===== config.mk =====
export PLATFORM = sky130hd
export DESIGN_NAME = simd_add_pipe
export DESIGN_NICKNAME = d
export VERILOG_FILES = /design/src/rtl/simd_add_pipe.sv
export SDC_FILE = /design/constraint.sdc
export NUM_CORES = 1
export LEC_CHECK = 0
export ABC_AREA = 1
export CAP_MARGIN = 10
export CORE_ASPECT_RATIO = 0.9
export CORE_MARGIN = 4
export CORE_UTILIZATION = 33
export CTS_CLUSTER_DIAMETER = 150
export DETAILED_ROUTE_END_ITERATION = 8
export SYNTH_ARGS = -nofsm -noshare
export SYNTH_HDL_FRONTEND = slang
export SYNTH_SLANG_ARGS = --single-unit

===== constraint.sdc =====
create_clock -name clk -period 2.5 [get_ports clk]
set_input_delay 0.5 -clock clk [delete_from_list [all_inputs] [get_ports clk]]
set_output_delay 0.5 -clock clk [all_outputs]
set_load 0.1 [all_outputs]

===== src/rtl/simd_add_pipe.sv =====
// simd_add_pipe: 2-stage packed-SIMD adder (8/16/32-bit lanes, 3-operand widening, 2*WIDTH add).
// Define SIMD_ADD_PIPE_SAT_EN to enable unsigned lane saturation in two-operand form.
module simd_add_pipe #(
  parameter int WIDTH = 32
) (
  input  logic                   clk,
  input  logic                   rst_n,
  input  logic                   in_valid,
  output logic                   in_ready,
  input  logic                   form,
  input  logic [1:0]             precision,
  input  logic                   sub,
  input  logic                   sat,
  input  logic [WIDTH-1:0]       A,
  input  logic [WIDTH-1:0]       B,
  input  logic [WIDTH-1:0]       C,
  input  logic [WIDTH-1:0]       D,
  output logic                   out_valid,
  input  logic                   out_ready,
  output logic [WIDTH-1:0]       Y1,
  output logic [WIDTH-1:0]       Y2,
  output logic [WIDTH/8-1:0]     carry
);
  localparam int NBYTE = WIDTH / 8;
  logic [3:0][WIDTH-1:0] ya, yb;
  logic [3:0][NBYTE-1:0] ca;
  logic                  s1_valid, s1_p3, s1_cin;
  logic [WIDTH-1:0]      s1_y1, s1_y2, s1_hc;
  logic [NBYTE-1:0]      s1_carry;
  logic [WIDTH:0]        lo, hi;
  logic                  advance2, accept, sat_on;
`ifdef SIMD_ADD_PIPE_SAT_EN
  assign sat_on = sat & form;
`else
  logic unused_sat;
  assign unused_sat = sat;
  assign sat_on = 1'b0;
`endif
  // Every lane width is computed in parallel; the accept cycle picks one by precision.
  for (genvar p = 0; p < 3; p++) begin : g_prec
    localparam int L = 8 << p;
    for (genvar k = 0; k < WIDTH / L; k++) begin : g_lane
      logic [L:0]   s1, s2;
      logic [L+1:0] w;
      assign s1 = {1'b0, A[k*L +: L]} + {1'b0, sub ? ~C[k*L +: L] : C[k*L +: L]} + (L+1)'(sub);
      assign s2 = {1'b0, B[k*L +: L]} + {1'b0, sub ? ~D[k*L +: L] : D[k*L +: L]} + (L+1)'(sub);
      assign w  = (L+2)'(A[k*L +: L]) + (L+2)'(B[k*L +: L]) + (L+2)'(C[k*L +: L]);
      assign ya[p][k*L +: L] = !form ? w[L-1:0] :
                               (sat_on && (s1[L] ^ sub)) ? {L{~sub}} : s1[L-1:0];
      assign yb[p][k*L +: L] = !form ? {{(L-2){1'b0}}, w[L+1:L]} :
                               (sat_on && (s2[L] ^ sub)) ? {L{~sub}} : s2[L-1:0];
      assign ca[p][k*(L/8) +: L/8] = (L/8)'(form & s1[L]) << (L/8 - 1);
    end
  end
  assign ya[3] = '0;
  assign yb[3] = '0;
  assign ca[3] = '0;
  assign lo = {1'b0, B} + {1'b0, sub ? ~D : D} + (WIDTH+1)'(sub);
  assign hi = {1'b0, s1_y1} + {1'b0, s1_hc} + (WIDTH+1)'(s1_cin);
  assign advance2 = !out_valid || out_ready;
  assign in_ready = !s1_valid || advance2;
  assign accept   = in_valid && in_ready;
  // For the wide op, stage 1 keeps the raw high operands and the low-half carry.
  always_ff @(posedge clk or negedge rst_n)
    if (!rst_n) begin
      s1_valid <= 1'b0;
      s1_p3    <= 1'b0;
      s1_cin   <= 1'b0;
      s1_y1    <= '0;
      s1_y2    <= '0;
      s1_hc    <= '0;
      s1_carry <= '0;
    end else begin
      if (in_ready) s1_valid <= in_valid;
      if (accept) begin
        s1_p3    <= &precision;
        s1_cin   <= lo[WIDTH];
        s1_y1    <= (&precision) ? A : ya[precision];
        s1_y2    <= (&precision) ? lo[WIDTH-1:0] : yb[precision];
        s1_hc    <= (sub && (&precision)) ? ~C : C;
        s1_carry <= ca[precision];
      end
    end
  always_ff @(posedge clk or negedge rst_n)
    if (!rst_n) begin
      out_valid <= 1'b0;
      Y1        <= '0;
      Y2        <= '0;
      carry     <= '0;
    end else if (advance2) begin
      out_valid <= s1_valid;
      if (s1_valid) begin
        Y1    <= s1_p3 ? hi[WIDTH-1:0] : s1_y1;
        Y2    <= s1_y2;
        carry <= s1_p3 ? {hi[WIDTH], {(NBYTE-1){1'b0}}} : s1_carry;
      end
    end
endmodule

; ---- Yosys cells after proc, flatten, opt, wreduce, memory -nomap -nowiden
; Index checks and enable logic that the tools add are counted.
[word_totals]
inputBits = 137
regBits = 172
elab_cells = 124
output_inout_bits = 70
[op_classes]
n_reduce_logical = 8
magnitude_cmp = 1
n_mux = 39
n_bitwise = 21
addsub = 44
[op_table]
columns = op, count
row1 = 32-bit 2-to-1 mux, 10
row2 = 32-bit by 32-bit adder with 33-bit output, 4
row3 = 32-bit binary-select mux with 2-bit select, 2
row4 = 16-bit 2-to-1 mux, 8
row5 = 8-bit 2-to-1 mux, 16
row6 = 33-bit by 1-bit adder with 33-bit output, 3
row7 = 8-bit by 8-bit adder with 9-bit output, 8
row8 = 16-bit by 16-bit adder with 17-bit output, 4
row9 = 16-bit NOT, 4
row10 = 32-bit NOT, 2
row11 = 8-bit NOT, 8
row12 = 9-bit by 8-bit adder with 10-bit output, 4
row13 = 17-bit by 16-bit adder with 18-bit output, 2
row14 = 9-bit by 1-bit adder with 9-bit output, 4
row15 = 17-bit by 1-bit adder with 17-bit output, 2
row16 = 33-bit by 32-bit adder with 34-bit output, 1
row17 = 16-bit by 1-bit adder with 16-bit output, 2
row18 = 16-bit adder, 2
row19 = 8-bit by 1-bit adder with 8-bit output, 4
row20 = 8-bit adder, 4
row21 = 4-bit binary-select mux with 2-bit select, 1
row22 = 4-bit 2-to-1 mux, 2
row23 = 1-bit AND, 7
row24 = 2-bit AND reduction, 2
row25 = 4 further kinds, 7

; ---- Depth between registers and ports, before layout
; Gate-level depths: netlist of run 1.
[depth]
word_depth = 8
ltp_mapped = 20
ltp_nobuf = 19

; ---- Least setup slack after synthesis of run 1
; No wires, ideal clock.
[synth_path]
path_type = reg-to-reg
from = register out_valid
to = register s1_cin
setup_slack_ns = -0.755
n_path_buf = 2
required_ns = 2.362
arrival_ns = 3.117
path_stages_with_launch = 6
setup_time_ns = 0.138
cell_sequence = dfrtp_1 > nand3_1 > nand2_1 > buf_2 > clkbuf_1 > a22oi_1
[synth_via]
elab_chain_len = 4
[synth_rtl]
columns = item, line_no
row1 = "start, declared", 18  ; output logic out_valid,
row2 = "start signal, assigned", 91  ; out_valid <= s1_valid;
row3 = 1-bit zero test, 60  ; assign advance2 = !out_valid || out_ready;
row4 = 1-bit logical OR, 60
row5 = 1-bit logical OR, 61  ; assign in_ready = !s1_valid || advance2;
row6 = via in_ready, 9  ; output logic in_ready,
row7 = 1-bit logical AND, 62  ; assign accept = in_valid && in_ready;
row8 = "end signal, assigned", 77  ; s1_cin <= lo[WIDTH];
row9 = "end, declared", 27  ; logic s1_valid, s1_p3, s1_cin;
; The timed path passes the listed nets, and every way through them passes these cells.
; A chain may end at the register's enable or synchronous reset.

; ---- Worst setup path in the final report of run 1
[layout_path]
from = input port sub
to = register s1_carry[3]
[layout_via]
elab_chain_len = 6
word_cells_on_any_way = 14
classes_between = 6 x add/sub / 5 x mux / 3 x bitwise
[layout_rtl]
columns = item, line_no
row1 = "start, declared", 12  ; input logic sub,
row2 = 32-bit 2-to-1 mux (tied with other cells), 45  ; assign s1 = {1'b0, A[k*L +: L]} + {1'b0, sub ? ~C[k*L +: L] : C[k*L +: L]} + (L+1)'(sub);
row3 = 32-bit by 32-bit adder with 33-bit output (tied with other cells), 45
row4 = 33-bit by 1-bit adder with 33-bit output (tied with other cells), 45
row5 = 1-bit AND, 52  ; assign ca[p][k*(L/8) +: L/8] = (L/8)'(form & s1[L]) << (L/8 - 1);
row6 = 4-bit binary-select mux with 2-bit select *, 81  ; s1_carry <= ca[precision];
row7 = 4-bit 2-to-1 mux (not written as such) *, 81
row8 = "end signal, assigned", 81
row9 = "end, declared", 29  ; logic [NBYTE-1:0] s1_carry;
; Every way passes the cells marked *; elsewhere a longest branch is shown, timed or not. The select of a mux whose other input is x is not followed.

==> impl_metrics.csv, run 1 <==
group,metric,value,unit
clocking,root_buffer,"clkbuf_16",
die,pin_count,207,
worst_setup_path,cp_data_required_time,2.86,ns
layout,fillers,6110,
synth,ys_ff_latch,172,
global_route,grt_start_max_net_pins,70,
status,status,"finished clean",
timing,drv_slew,0,
layout,multi_input_area,0.0161,mm^2
worst_setup_path,end_kind,"flop",
detailed_routing,postRouteAntennaNets,0,
die,dieArea,0.0648,mm^2
detailed_routing,wl,97700,um
global_route,grt_util_all_layers,0.291,
synth,yosys-top-cells-count,"nand2_1, inv_1, nor2_1",
global_route,antenna_found_initial,3,
die,std_cell_rows,85,
timing,worstMarginPinSlew,0.482,ns
pwr,leakagePower,15.5,nW
min_path,hp-class,"in2reg",
timing,timing.final.crit_share,0.983,
worst_setup_path,critical_path.cell_chain,"buf_6 -> buf_8 -> buf_12 -> xor2_1 -> ha_1 -> nand2_2 -> inv_2 -> buf_4 -> nand2_1 -> buf_4 -> nor2_1 -> buf_4 -> a21oi_1 -> a21oi_1 -> a21oi_1 -> a21oi_1",
synth,synth_edf_count,0,
timing,max_slew_margin,0.670,
synth,synthArstFlopShare,1.00,
synth,synth.cell_area,0.0201,mm^2
timing,fin_tns_setup,0,ns
synth,yosysSeqAreaShare,0.214,
detailed_routing,drc_errors,0,
global_route,overflow,0,
detailed_routing,vias_per_cell,5.17,
synth,synth-compound-area-share,0.168,
synth,synth.most_common_cell,"nand2_1",
synth,synth_top_cell_area_share,0.214,
timing,hold_ws,0.475,ns
synth,synth_fa_ha_area_frac,0.123,
synth,synth_top_cell_by_area,"dfrtp_1",
die,core_area,0.0600,mm^2
synth,synth_top_family_by_area,"simple AND/OR/NAND/NOR gates",
die,start_util,0.335,
layout,layout-drive-gt1-share,0.333,
placement,hpwl,81500,um
layout,syn_to_final_growth,52.5,%
worst_setup_path,path_common_cell,"a21oi_1",
worst_setup_path,start_kind,"input pin",
layout,final_nets,4337,
detailed_routing,vias,24941,
global_route,first_global_vias,23074,
clocking,cts.sinks,172,
synth,dominantRegCellSynth,"dfrtp_1",
timing,hold_viol_final,0,
synth,synth_warnings,0,
min_path,holdPathStages,4,
clocking,clkTransAtPathRegs,0.08,ns
clocking,clk-insertion-delay-late,0.50,ns
clocking,cts_tree,"built",
worst_setup_path,cp.arrival,2.82,ns
synth,ys_top_cells_by_area,"dfrtp_1, nand2_1, ha_1",
detailed_routing,wl_per_cell,20.2,um
worst_setup_path,critPathMaxStageDelay,0.36,ns
pwr,peakVddDrop,0.797,mV
synth,synthMuxAreaShare,0,
timing,grt_setup_unrepaired,"true",
detailed_routing,drt_iter0_drc,2464,
layout,seqCellArea,0.00431,mm^2
clocking,htree_num_levels,4,
timing,finalSetupViolCount,0,
synth,synth_xor_area_frac,0.0620,
worst_setup_path,path_class,"in2reg",
pwr,finalPower,0.0231,W
worst_setup_path,slowest_stage,"ha_1",
timing,fin_worst_skew,0.0164,ns
synth,syn_nets,3513,
clocking,cts_buffer_depth,2,
synth,synth-simple-area-share,0.339,
worst_setup_path,critPathMaxFanout,12,
die,fp.dieW,268,um
timing,period_needed,2.46,ns
worst_setup_path,reg2reg_depth,15,
placement,gp_congestion,1.08,
synth,syn_area_per_cell,6.26,um^2
flow_run,drv_cap,0,
global_route,grt_pass1_wl,143000,um
pwr,pwr_density_cell,754,mW/mm^2
timing,fmax,407,MHz
synth,ys_types,55,
detailed_routing,drt_pass1_iterations,6,
synth,synthCells,3206,
die,fp.dieH,242,um
clocking,cts_buffers,17,
placement,port_buffers,205,
[through the flow]
stage / utilization / cells / worst slack (ns) / instance area (um^2)
6_report: 0.510 / 4827 / 0.0424 / 30600
5_1_grt: 0.510 / 4827 / -0.0539 / 30600
4_1_cts: 0.491 / 4787 / -0.0224 / 29400
3_5_place_dp: 0.461 / 4730 / -1.09 / 27700
3_3_place_gp: 0.461 / 4730 / -1.05 / 27700
2_1_floorplan: - / 3206 / 0.00191 / 20300
[placed cells by master, fill, tap and decap left out, drive strengths merged, types with 10 or more instances in the layout]
cell and instances:
nand2 988, buf 760, inv 404, nor2 306, a21oi 267, nand3 264
o21ai 215, dfrtp 172, xor2 125, ha 124, clkbuf 63, fa 46
clkdlybuf4s50 34, dlygate4sd2 26, nor3 25, nand4 24, xnor2 17, o21bai 17
o21a 14, clkdlybuf4s15 14, a31oi 14, o211ai 13, o22ai 12, or2 12
a21o 10
[state kept, by name (all words and copies together), names as in the netlist]
| signal | count |
|---|---|
| s1_y1 | 32 |
| s1_valid | 1 |
| Y2 | 32 |
| s1_carry | 4 |
| s1_hc | 32 |
| s1_p3 | 1 |
| carry | 4 |
| s1_cin | 1 |
| out_valid | 1 |
| s1_y2 | 32 |
| Y1 | 32 |
[critical path, delay by kind of cell]
family	cells	cell delay, ns
XOR/XNOR	1	0.16
buffers and inverters	7	0.91
AND/OR/NAND/NOR	3	0.32
AO/OA/AOI/OAI	4	0.56
adder cells (fa/ha/maj)	1	0.36
[layer usage]
metal / global-route usage / vias to the layer above / share of wire
met5: 0 / - / 0.00011
met4: 0.101 / 2 / 0.038
met3: 0.0652 / 168 / 0.096
met2: 0.429 / 1043 / 0.42
met1: 0.419 / 11648 / 0.45
li1: - / 12080 / -
[area by class of cell]
| class | count | share of cell area |
|---|---|---|
| Tap cell | 783 | 0.0320 |
| Multi-Input combinational cell | 2551 | 0.526 |
| Antenna cell | 1 | 0.0000818 |
| Sequential cell | 172 | 0.141 |
| Timing Repair Buffer | 888 | 0.233 |
| Clock buffer | 17 | 0.0139 |
| Inverter | 400 | 0.0493 |
| Clock inverter | 15 | 0.00548 |
[cells by family after synthesis]
family,count (synthesis)
AND/OR/NAND/NOR,1636
buffers and inverters,483
AO/OA/AOI/OAI,603
XOR/XNOR,142
adder cells (fa/ha/maj),170
flip-flops,172
[path summary, 6_finish.rpt]
kind	slack, ns	start	endpoint
max	0.04	sub	s1_carry[3]
min	0.48	A[7]	s1_y1[7]
max reg2reg	0.12	s1_cin	Y1[18]
min reg2reg	0.48	s1_y2[27]	Y2[27]
max in group asynchronous	1.31	rst_n	s1_y1[24]
min in group asynchronous	0.52	rst_n	Y1[6]
[what timing repair did]
action / in CTS / in global routing
pin swaps: 104 / 165
hold endpoints to repair: 51 / 0
cloned: 0 / 0
hold buffers: 1 / 0
endpoints found under the setup margin: 58 / 65
setup buffers: 26 / 42
resized for setup: 370 / 393
[power breakdown]
part,internal (W),switching (W),total [W]
clock,0.00134,0.00146,0.00280
combinational,0.00567,0.0104,0.0161
sequential,0.00355,0.000622,0.00417
total,0.0106,0.0125,0.0231
Note: power is estimated with default switching activity, not from simulation.
==> run 2, diff against run 1 <==
--- a/config.mk
+++ b/config.mk
@@ -12,6 +12,8 @@
 export CORE_UTILIZATION = 33
 export CTS_CLUSTER_DIAMETER = 150
 export DETAILED_ROUTE_END_ITERATION = 8
+export RECOVER_POWER = 100
+export SLEW_MARGIN = 15
 export SYNTH_ARGS = -nofsm -noshare
 export SYNTH_HDL_FRONTEND = slang
 export SYNTH_SLANG_ARGS = --single-unit
==> run 2 against run 1 <==
  * The flow now finishes with violations (negative setup slack)
  * Sequential share of layout area grew 0.12 points
  * Via count about the same
  * Wire length is essentially flat
  * Utilization shrank 0.42 points
  * Clock-buffer cell count unchanged
  * Clock power hardly changed
  * Cell area fell by 0.82%
  * Clock skew fell by 0.0014 ns
  * Total power fell by 1.3%
  * Non-clock buffer count unchanged
==> impl_metrics.csv, run 2 (synthesis gave the netlist of run 1 again) <==
group,metric,value,unit
layout,mostFrequentLayoutCells,"nand2_1, buf_4, inv_1, nor2_1, nand3_1",
worst_setup_path,reg2reg_slack,0.12,ns
die,start_util,0.335,
worst_setup_path,cp.arrival,2.87,ns
clocking,clkTransAtPathRegs,0.08,ns
die,fp.dieW,268,um
placement,dp_cells,4730,
detailed_routing,vias,24961,
worst_setup_path,cp_data_required_time,2.86,ns
placement,gp_congestion,1.08,
timing,fin_ws,-0.0113,ns
die,dieArea,0.0648,mm^2
die,core_area,0.0600,mm^2
global_route,overflow,0,
pwr,clock_power_share,0.123,
pwr,finalPower,0.0228,W
timing,fin_worst_skew,0.0150,ns
clocking,root_buffer,"clkbuf_16",
clocking,cts_buffers,17,
die,pin_count,207,
detailed_routing,wl_per_cell,20.2,um
pwr,p_int,0.0103,W
clocking,clk-insertion-delay-late,0.50,ns
timing,period_needed,2.51,ns
timing,worstMarginPinSlew,1.42,ns
timing,fmax,398,MHz
die,std_cell_rows,85,
layout,seqCellArea,0.00431,mm^2
global_route,grt_pass1_wl,143000,um
status,status,"finished with violations",
global_route,grt_util_all_layers,0.291,
placement,port_buffers,205,
timing,grt_setup_unrepaired,"true",
clocking,cts_tree,"built",
detailed_routing,drt_iter0_drc,2443,
flow_run,drv_cap,0,
layout,final_nets,4337,
layout,post-route-util,0.506,
detailed_routing,drc_errors,0,
global_route,antenna_found_initial,3,
detailed_routing,drt_pass1_iterations,6,
worst_setup_path,path_class,"in2reg",
pwr,p_comb_frac,0.694,
layout,final_common_cell,"nand2_1",
detailed_routing,wl,97800,um
pwr,peakVddDrop,0.753,mV
worst_setup_path,end_kind,"flop",
status,violations,"negative setup slack",
placement,hpwl,81500,um
clocking,cts_buffer_depth,2,
detailed_routing,vias_per_cell,5.17,
timing,drv_slew,0,
pwr,leakagePower,15.4,nW
global_route,first_global_vias,23074,
pwr,swShare,0.549,
clocking,htree_num_levels,4,
timing,finalSetupViolCount,1,
worst_setup_path,start_kind,"input pin",
timing,hold_ws,0.458,ns
layout,instances_no_fill,4828,
layout,fillers,6174,
min_path,hp-class,"in2reg",
layout,layout-drive-gt1-share,0.332,
layout,multi_input_area,0.0161,mm^2
timing,max_slew_margin,0.0501,
timing,timing.final.crit_share,1.00,
timing,hold_viol_final,0,
global_route,grt_start_max_net_pins,70,
layout,syn_to_final_growth,51.2,%
die,fp.dieH,242,um
pwr,seqPwrFrac,0.183,
clocking,cts.sinks,172,
detailed_routing,postRouteAntennaNets,0,
pwr,pwr_density_cell,751,mW/mm^2
worst_setup_path,critPathMaxFanout,12,
pwr,p_switching,0.0125,W
==> run 2: cell types whose count changed in the layout (fill, tap and decap cells not counted) <==
cell and delta:
nand2_4 -1, diode_2 +1, dlygate4sd3_1 +1, clkbuf_2 +71, nand2_1 +1, clkbuf_4 +1
clkdlybuf4s50_1 -1, clkbuf_8 -1, buf_4 -66, buf_12 -5
==> run 2: final cells by class <==
cell class / instances / share of cell area
Clock inverter: 15 / 0.00552
Multi-Input combinational cell: 2551 / 0.530
Clock buffer: 17 / 0.0140
Inverter: 400 / 0.0498
Tap cell: 783 / 0.0323
Antenna cell: 2 / 0.000165
Sequential cell: 172 / 0.142
Timing Repair Buffer: 888 / 0.226
==> run 2: timing repair <==
item                       CTS  global route
buffers inserted            26            42
gates resized for setup    370           393
hold buffers                 1             0
setup endpoints to repair   58            65
hold endpoints to repair    51             0
cloned                       0             0
pin swaps                  104           165
==> run 2: stage by stage <==
stage	cell area, um^2	TNS (ns)	setup WS, ns
after floorplan	20300	0	0.00191
after CTS	29400	-0.0911	-0.0224
after global routing	30400	-0.885	-0.0539
final	30400	-0.0113	-0.0113
after global placement	27700	-45.29	-1.05
after detailed placement	27700	-46.48	-1.09
==> run 2: per-layer routing <==
metal,global-route usage,wire length (um)
met5,0,11
met1,0.419,43700
met3,0.0652,9340
met4,0.101,3900
met2,0.429,40800
==> run 2: path summary, 6_finish.rpt <==
| check | startpoint | endpoint | depth (start not counted) |
|---|---|---|---|
| worst max-delay path | sub | s1_carry[3] | 16 |
| worst min-delay path | A[7] | s1_y1[7] | 4 |
| worst max register to register | s1_cin | Y1[18] | 15 |
| worst min register to register | s1_y2[27] | Y2[27] | 2 |
| max in group asynchronous | rst_n | Y2[28] | 3 |
| min in group asynchronous | rst_n | Y1[4] | 2 |
==> run 2: power by group through the flow <==
stage / Clock (W) / Sequential [W] / Combinational (W)
after floorplan: 0 / 0.00707 / 0.00588
after global placement: 0 / 0.00418 / 0.0144
after detailed placement: 0 / 0.00419 / 0.0144
after CTS: 0.00285 / 0.00415 / 0.0151
after global routing: 0.00295 / 0.00424 / 0.0169
final: 0.00280 / 0.00417 / 0.0158
==> run 2: critical path, cell delays in order <==
cell and delay [ns]:
buf_6 0.14, buf_8 0.16, buf_12 0.15, xor2_1 0.16
ha_1 0.36, nand2_2 0.13, inv_2 0.05, buf_4 0.12
nand2_1 0.15, buf_4 0.14, nor2_1 0.04, buf_4 0.15
a21oi_1 0.13, a21oi_1 0.08, a21oi_1 0.29, a21oi_1 0.12
==> patch (flow settings as in run 1) <==
Reset style: synchronous (`rst_n`), changed in 2 clocked blocks.
--- a/src/rtl/simd_add_pipe.sv
+++ b/src/rtl/simd_add_pipe.sv
@@ -61,7 +61,7 @@
   assign in_ready = !s1_valid || advance2;
   assign accept   = in_valid && in_ready;
   // For the wide op, stage 1 keeps the raw high operands and the low-half carry.
-  always_ff @(posedge clk or negedge rst_n)
+  always_ff @(posedge clk)
     if (!rst_n) begin
       s1_valid <= 1'b0;
       s1_p3    <= 1'b0;
@@ -81,7 +81,7 @@
         s1_carry <= ca[precision];
       end
     end
-  always_ff @(posedge clk or negedge rst_n)
+  always_ff @(posedge clk)
     if (!rst_n) begin
       out_valid <= 1'b0;
       Y1        <= '0;
Function: differs if rst_n is asserted again (counterexample within 4 cycles, from zero or initial values and one cycle with rst_n low); with rst_n held inactive, the same outputs for 4 cycles.
==> patch against run 1 <==
Area after synthesis decreased by 0.70%; worst setup slack improved by 0.0087 ns; sequential cell count did not move; cell area is 4.5% lower; sequential power shrank 25%; total power decreased by 32%; global-route usage down 1.5 points; die area is 0.69% lower; routed wire length decreased by 5.8%.
==> patch: results (changes against run 1) <==
Power and ir drop
  – Pleak: 14.5 nW (-6.5%)
  – Comb pwr share: 0.616 (-0.082)
  – Combinational logic power: 9.65 mW (-40%)
  – Worst vdd ir: 540 µV (-32%)
  – Internal: 8.50 mW (-20%)

STA
  – Hold Worst Slack: 0.455 ns (-0.0203 ns)
  – Slew margin rel.: 0.613 (-0.0574)
  – Worst setup margin: 0.0511 ns (+0.00871 ns)

Finish
  – Final Cell Area: 0.0292 mm² (-4.5%)
  – Multi-input gate share of total cell area: 0.543 (+0.0175)
  – Fill cells: 6298 (+3.1%)
  – Storage element area: 0.00345 mm² (-20%)
  – Final Instance Count excl. Fillers: 4959 (+2.7%)
  – Signal buf overhead: 0.230 (-0.00309)

Synth
  – Syn Std Cell Area: 0.0199 mm² (-0.70%)
  – Yosys cell types: 53 (-3.6%)
  – Top cells by area, synth: nand2_1 (18%), dfxtp_1 (17%), a21oi_1 (8.2%)
  – FFs w/ async S/R, synth: 0 (-1.00)
  – Ys flop type: dfxtp_1
  – Syn nets: 3711 (+5.6%)

GRT
  – GR Util met1: 0.391 (-0.0280)
  – Tot GR Track Use: 0.277 (-0.0145)
  – Global-route wire length before repair: 137000 µm (-4.0%)
  – Vias in the first global route: 23.6k (+2.2%)

Status
  – Status: finished, final reports clean

Clock network
  – Setup bufs post-CTS: 10 (-62%)

Setup path
  – Worst setup path endpoint: s1_y1[11]$_SDFFE_PN0P_
  – R2r startpoint: s1_cin$_SDFFE_PN0P_
  – RR Endpoint: Y1[26]$_SDFFE_PN0P_

Route
  – Vias per cell: 5.08 (-1.6%)
  – DRT iter0 DRCs: 2421 (-1.7%)
  – Wl on met1: 41700 µm (-4.4%)
  – Top sig layer: met4
  – Met3 WL post-DR: 7130 µm (-24%)
[patch: changes by cell type in the layout (fill, tap and decap cells not counted), moves of 18 or more]
cell	change
dfrtp_1	-171
o21ai_0	+57
nand3_1	+46
nand2_2	-48
xnor2_1	+27
a21oi_2	-19
nand2_1	+68
xor2_1	-30
dfxtp_1	+170
a21oi_1	+87
buf_4	-23
a31oi_1	+18
nor2_1	+43
inv_1	+40
[patch: worst max-delay path: stages]
cell and delay [ns]:
dlygate4sd2_1 0.24, buf_6 0.13, fa_2 0.58, ha_4 0.24, nand2_4 0.11, inv_1 0.04
nand2_1 0.07, nand2_2 0.07, nand3b_1 0.20, buf_4 0.16, o21ai_2 0.19, nand3_1 0.10
a31oi_1 0.21
[patch: kinds of logic after synthesis]
kind of cell             after synthesis  share of synthesized area
flip-flops                           172                      0.173
AO/OA/AOI/OAI                        663                      0.177
buffers and inverters                537                      0.104
adder cells (fa/ha/maj)              170                      0.124
AND/OR/NAND/NOR                     1728                      0.363
XOR/XNOR                             134                     0.0589
